==> src/rtl/lspc_pkg.sv <==
// Shared types and constants for the LSPC VRAM CPU port.
// Bit 15 of a VRAM address selects the fast (high) VRAM; the lower 15 bits are the word offset.
package lspc_pkg;

    typedef logic [15:0] word_t;

    typedef enum logic [2:0] {
        ST_IDLE    = 3'd0,
        ST_WR_WAIT = 3'd1,
        ST_WR_DO   = 3'd2,
        ST_RD_WAIT = 3'd3,
        ST_RD_DO   = 3'd4,
        ST_RD_CAP  = 3'd5
    } port_state_e;

    localparam word_t VRAM_LOW_FIRST  = 16'h0000;
    localparam word_t VRAM_LOW_LAST   = 16'h7FFF;
    localparam word_t VRAM_HIGH_FIRST = 16'h8000;
    localparam word_t VRAM_HIGH_LAST  = 16'hFFFF;

    function automatic logic isHighRegion(input word_t addr);
        return addr >= VRAM_HIGH_FIRST;
    endfunction

endpackage

==> src/rtl/lspc_vram_addr_step.sv <==
// Combinational VRAM address auto-increment for the LSPC CPU port.
// The 15-bit offset wraps on its own; the region bit never changes.
module lspc_vram_addr_step
    import lspc_pkg::*;
(
    input  logic [15:0] addr_i,
    input  logic [15:0] mod_i,
    output logic [15:0] addrNext_o
);

    logic [14:0] offsetSum;
    logic        unusedModSign;

    // The step's top bit is discarded, so 0xFFFF behaves as -1 within the region.
    assign offsetSum     = addr_i[14:0] + mod_i[14:0];
    assign addrNext_o    = {addr_i[15], offsetSum};
    assign unusedModSign = mod_i[15];

endmodule

==> src/rtl/lspc_vram_cpu_port.sv <==
// LSPC VRAM CPU port: moves CPU writes and prefetch reads into the VRAM access slots.
// Optional macro LSPC_CPU_PORT_OVERCLOCK_EN adds overclock_i, letting waits proceed without a slot.
module lspc_vram_cpu_port
    import lspc_pkg::*;
(
`ifdef LSPC_CPU_PORT_OVERCLOCK_EN
    input  logic        overclock_i,
`endif
    input  logic        clk_i,
    input  logic        reset_i,
    input  logic        addrLoad_i,
    input  logic [15:0] regVramAddr_i,
    input  logic [15:0] regVramMod_i,
    input  logic [15:0] regVramRw_i,
    input  logic        vramWriteReq_i,
    input  logic        cpuSlot_i,
    output logic [15:0] vramAddr_o,
    output logic [15:0] vramWdata_o,
    output logic        vramLowWe_o,
    output logic        vramHighWe_o,
    output logic        vramRd_o,
    input  logic [15:0] vramRdata_i,
    output logic [15:0] vramLowRead_o,
    output logic [15:0] vramHighRead_o,
    output logic        writeDone_o,
    output logic        busy_o
);

    port_state_e state_q;
    logic [15:0] addr_q;
    logic [15:0] addrStep_d;
    logic [15:0] writeData_q;
    logic [15:0] lowRead_q;
    logic [15:0] highRead_q;
    logic        lowWe_q;
    logic        highWe_q;
    logic        rd_q;
    logic        writeDone_q;
    logic        slotGo;

`ifdef LSPC_CPU_PORT_OVERCLOCK_EN
    assign slotGo = cpuSlot_i | overclock_i;
`else
    assign slotGo = cpuSlot_i;
`endif

    lspc_vram_addr_step uAddrStep (
        .addr_i     (addr_q),
        .mod_i      (regVramMod_i),
        .addrNext_o (addrStep_d)
    );

    // A CPU address load outranks everything, including a slot in the same cycle.
    always_ff @(posedge clk_i) begin
        if (reset_i) begin
            state_q     <= ST_IDLE;
            addr_q      <= VRAM_LOW_FIRST;
            writeData_q <= 16'h0000;
            lowRead_q   <= 16'h0000;
            highRead_q  <= 16'h0000;
            lowWe_q     <= 1'b0;
            highWe_q    <= 1'b0;
            rd_q        <= 1'b0;
            writeDone_q <= 1'b0;
        end else begin
            lowWe_q     <= 1'b0;
            highWe_q    <= 1'b0;
            rd_q        <= 1'b0;
            writeDone_q <= 1'b0;
            if (addrLoad_i) begin
                addr_q  <= regVramAddr_i;
                state_q <= ST_RD_WAIT;
                if (state_q == ST_WR_WAIT || state_q == ST_WR_DO) begin
                    writeDone_q <= 1'b1;
                end
            end else begin
                case (state_q)
                    ST_IDLE: begin
                        if (vramWriteReq_i) begin
                            writeData_q <= regVramRw_i;
                            state_q     <= ST_WR_WAIT;
                        end
                    end
                    ST_WR_WAIT: begin
                        if (slotGo) begin
                            if (isHighRegion(addr_q)) begin
                                highWe_q <= 1'b1;
                            end else begin
                                lowWe_q <= 1'b1;
                            end
                            state_q <= ST_WR_DO;
                        end
                    end
                    ST_WR_DO: begin
                        writeDone_q <= 1'b1;
                        addr_q      <= addrStep_d;
                        state_q     <= ST_RD_WAIT;
                    end
                    ST_RD_WAIT: begin
                        if (slotGo) begin
                            rd_q    <= 1'b1;
                            state_q <= ST_RD_DO;
                        end
                    end
                    ST_RD_DO: begin
                        state_q <= ST_RD_CAP;
                    end
                    ST_RD_CAP: begin
                        if (isHighRegion(addr_q)) begin
                            highRead_q <= vramRdata_i;
                        end else begin
                            lowRead_q <= vramRdata_i;
                        end
                        state_q <= ST_IDLE;
                    end
                    default: begin
                        state_q <= ST_IDLE;
                    end
                endcase
            end
        end
    end

    // A load landing during WR_DO must suppress the strobe already on the bus.
    assign vramLowWe_o    = lowWe_q & ~addrLoad_i;
    assign vramHighWe_o   = highWe_q & ~addrLoad_i;
    assign vramRd_o       = rd_q;
    assign vramAddr_o     = addr_q;
    assign vramWdata_o    = writeData_q;
    assign vramLowRead_o  = lowRead_q;
    assign vramHighRead_o = highRead_q;
    assign writeDone_o    = writeDone_q;
    assign busy_o         = (state_q != ST_IDLE);

endmodule

==> config.mk <==
export PLATFORM = sky130hd
export DESIGN_NAME = lspc_vram_cpu_port
export DESIGN_NICKNAME = d
export VERILOG_FILES = /design/src/rtl/lspc_pkg.sv /design/src/rtl/lspc_vram_addr_step.sv /design/src/rtl/lspc_vram_cpu_port.sv
export SDC_FILE = /design/constraint.sdc
export NUM_CORES = 1
export LEC_CHECK = 0
export ABC_AREA = 1
export BUFFER_PORTS_ARGS = -buffer_cell sky130_fd_sc_hd__buf_2
export CAP_MARGIN = 30
export CORE_MARGIN = 3
export CORE_UTILIZATION = 49
export CTS_CLUSTER_DIAMETER = 50
export DETAILED_ROUTE_END_ITERATION = 16
export GPL_ROUTABILITY_DRIVEN = 0
export PLACE_DENSITY = 0.79
export SLEW_MARGIN = 20
export SYNTH_ARGS = -nofsm -noshare
export SYNTH_HDL_FRONTEND = slang
export SYNTH_SLANG_ARGS = --single-unit
==> constraint.sdc <==
create_clock -name clk_i -period 2.15 [get_ports clk_i]
set_input_delay 0.3225 -clock clk_i [delete_from_list [all_inputs] [get_ports clk_i]]
set_output_delay 0.3225 -clock clk_i [all_outputs]
set_load 0.005 [all_outputs]
==> impl_metrics.ini <==
[grt]
grt_usage = 0.226
grt_pass1_vias = 3589
grt-ovfl-total = 0
antenna_found_initial = 0
grt_pass1_wl_mm = 15.9
grt_start_max_net_pins = 53

[clock_tree]
max-clock-path-buffers = 2
numClockSinks = 71
holdBufCountCts = 0
post_cts_buffers = 0
cts_made_buffers = 9
clock_latency_ns = 0.33
clk_pin_slew_ns = 0.09
htree_num_levels = 3
root_buffer = clkbuf_8
cts_resized = 0
cts_tree = built

[floorplanning]
coreArea_um2 = 6940
rows = 30
dieWidth_um = 91.6
initial_utilization = 0.517
die_h_um = 91.6
dieArea_um2 = 8390
pin_count = 138

[power]
p_int_mw = 2.17
p_leak_nw = 2.44
powerDensity_nw_per_um2 = 681
peakVddDrop_mv = 0.393
p_sw_mw = 0.906
seqPwrFrac = 0.456
power_frac_comb = 0.173
clkPwrFrac = 0.372
p_sw_frac = 0.294

[status]
status = finished, final reports clean

[detailed_routing]
drt-vias-per-instance = 4.96
wl_per_cell_um = 12.6
routed_wl_mm = 9.48
drtIter0Drc = 150
vias = 3719
dr.pass1.iters = 5
drc = 0
drtAntennaViolNets = 0

[final_layout]
multi_input_area_um2 = 1760
antennaDiodeCount = 0
most-common-layout-cells = 136 x buf_2, 96 x nand2_1, 88 x nor2_1, 71 x dfxtp_1, 70 x inv_1
syn_to_final_growth_pct = 25.9
seq_area_um2 = 1420
drive_gt1_frac = 0.265
mostFrequentLayoutCell = buf_2
nFillCells = 635
nets = 733
finish.instance_area_um2 = 4520

[timing]
finalCritPeriodShare = 0.848
rsz0062_at_grt = false
setup_violations = 0
setup_tns_ns = 0
fmax_mhz = 549
worstMarginPinSlew_ns = 0.657
slew_headroom = 0.561
setup_ws_ns = 0.327
slew_viol_final = 0
final_hold_viol_count = 0
fin_crit_ns = 1.82
fin_skew_ns = 0.00891

[critical_path]
worstPathArrival_ns = 2.09
reg2regPathDepth = 11
critPathCaptureType = register
rr_startpoint = vramAddr_o[0]
criticalPathCategory = register to register
startpoint_type = register
cp.required_ns = 2.42
reg2reg_slack_ns = 0.33
rr_endpoint = vramAddr_o[14]
startpoint = vramAddr_o[0]
worstPathMaxFanout = 4
endpoint = vramAddr_o[14]

[logic_synthesis]
synth.distinct_cells = 33
ys_seq_area_frac = 0.396
ys_ff_latch = 71
ys_warn_count = 0
synthTopCellsByArea = dfxtp_1 40%, nand2_1 10%, nor2_1 9.2%
postSynthCellCount = 516
synth_area_um2 = 3590
yosysTopAreaCell = dfxtp_1
synth_nets = 600
synthesis.area_per_instance_um2 = 6.96
synth_top_area_frac = 0.396

[placement]
dp_slack_ns = 0.230
portBuffers = 136
place_area_um2 = 4310
hpwl_mm = 7.12

[flow_run]
drv_cap = 0

[min_path]
hold_path_class = primary input to register
## routing by layer
layer | vias up | global-route usage | wire length, um
li1 | 1913 | - | -
met1 | 1681 | 0.267 | 3930
met2 | 119 | 0.402 | 4790
met3 | 6 | 0.0673 | 696
met4 | 0 | 0.0515 | 58
met5 | - | 0 | 0
## critical path, cell delays in order, from the launching register on
cell and delay [ns]:
dfxtp_1 0.33, ha_1 0.22, fa_1 0.42, nand2_1 0.11, nand2_1 0.09, nand3_1 0.08, nand2_1 0.10, nand2_1 0.11
nand2_1 0.06, nand2_1 0.06, nand3_1 0.06, a21oi_1 0.12
## how the worst min path moves through the flow
stage                    start                 end  cells after the start
6_report        vramRdata_i[9]    vramLowRead_o[9]                      3
5_1_grt        vramRdata_i[11]  vramHighRead_o[11]                      3
4_1_cts         vramRdata_i[9]    vramLowRead_o[9]                      3
3_5_place_dp    vramWdata_o[2]      vramWdata_o[2]                      2
3_3_place_gp   vramWdata_o[10]     vramWdata_o[10]                      2
2_1_floorplan   vramWdata_o[0]      vramWdata_o[0]                      2
## cell usage after synthesis, drive strengths merged
library cell,number
a21oi,34
a22o,8
a31oi,5
and2,1
buf,12
clkbuf,7
dfxtp,71
fa,1
ha,14
inv,75
nand2,98
nand3,20
nand3b,2
nand4,6
nor2,92
nor3,5
nor4,2
o21ai,56
o22ai,1
or2,2
xnor2,2
xor2,2
## cell type report
class | instances | share of cell area
clock inverters | 6 | 0.0166
well taps | 96 | 0.0266
repair buffers | 141 | 0.159
multi-input cells | 351 | 0.390
flip-flops and latches | 71 | 0.314
clock buffers | 10 | 0.0304
inverters | 75 | 0.0633
## power by group through the flow
| stage | Combinational, mW | Clock, mW | Sequential, mW |
|---|---|---|---|
| after floorplan | 0.338 | 0 | 1.43 |
| after global routing | 0.610 | 1.23 | 1.41 |
| final | 0.531 | 1.15 | 1.40 |
| after detailed placement | 0.528 | 0 | 1.43 |
| after global placement | 0.517 | 0 | 1.43 |
| after CTS | 0.532 | 1.17 | 1.40 |
## sequential cells by signal, indices dropped and copies added, names as in the netlist
signal,count
vramRd_o,1
lowWe_q,1
vramAddr_o,16
state_q,3
vramLowRead_o,16
vramHighRead_o,16
highWe_q,1
vramWdata_o,16
writeDone_o,1
## through the flow
step | std cells | power, mW | hold slack [ns] | utilization
2_1_floorplan | 516 | 1.77 | 0.440 | -
3_3_place_gp | 734 | 1.95 | 0.429 | 0.621
4_1_cts | 750 | 3.11 | 0.211 | 0.651
6_report | 750 | 3.08 | 0.225 | 0.651
3_5_place_dp | 734 | 1.96 | 0.434 | 0.621
5_1_grt | 750 | 3.25 | 0.224 | 0.651
## kinds of logic after synthesis
| kind of cell | count (synthesis) | synth area share |
|---|---|---|
| simple gates | 228 | 0.272 |
| compound gates | 104 | 0.155 |
| buf+inv | 94 | 0.113 |
| flops | 71 | 0.396 |
| fa+ha+maj | 15 | 0.0543 |
| xor+xnor | 4 | 0.00975 |
Power figures use the tool's default switching activity.
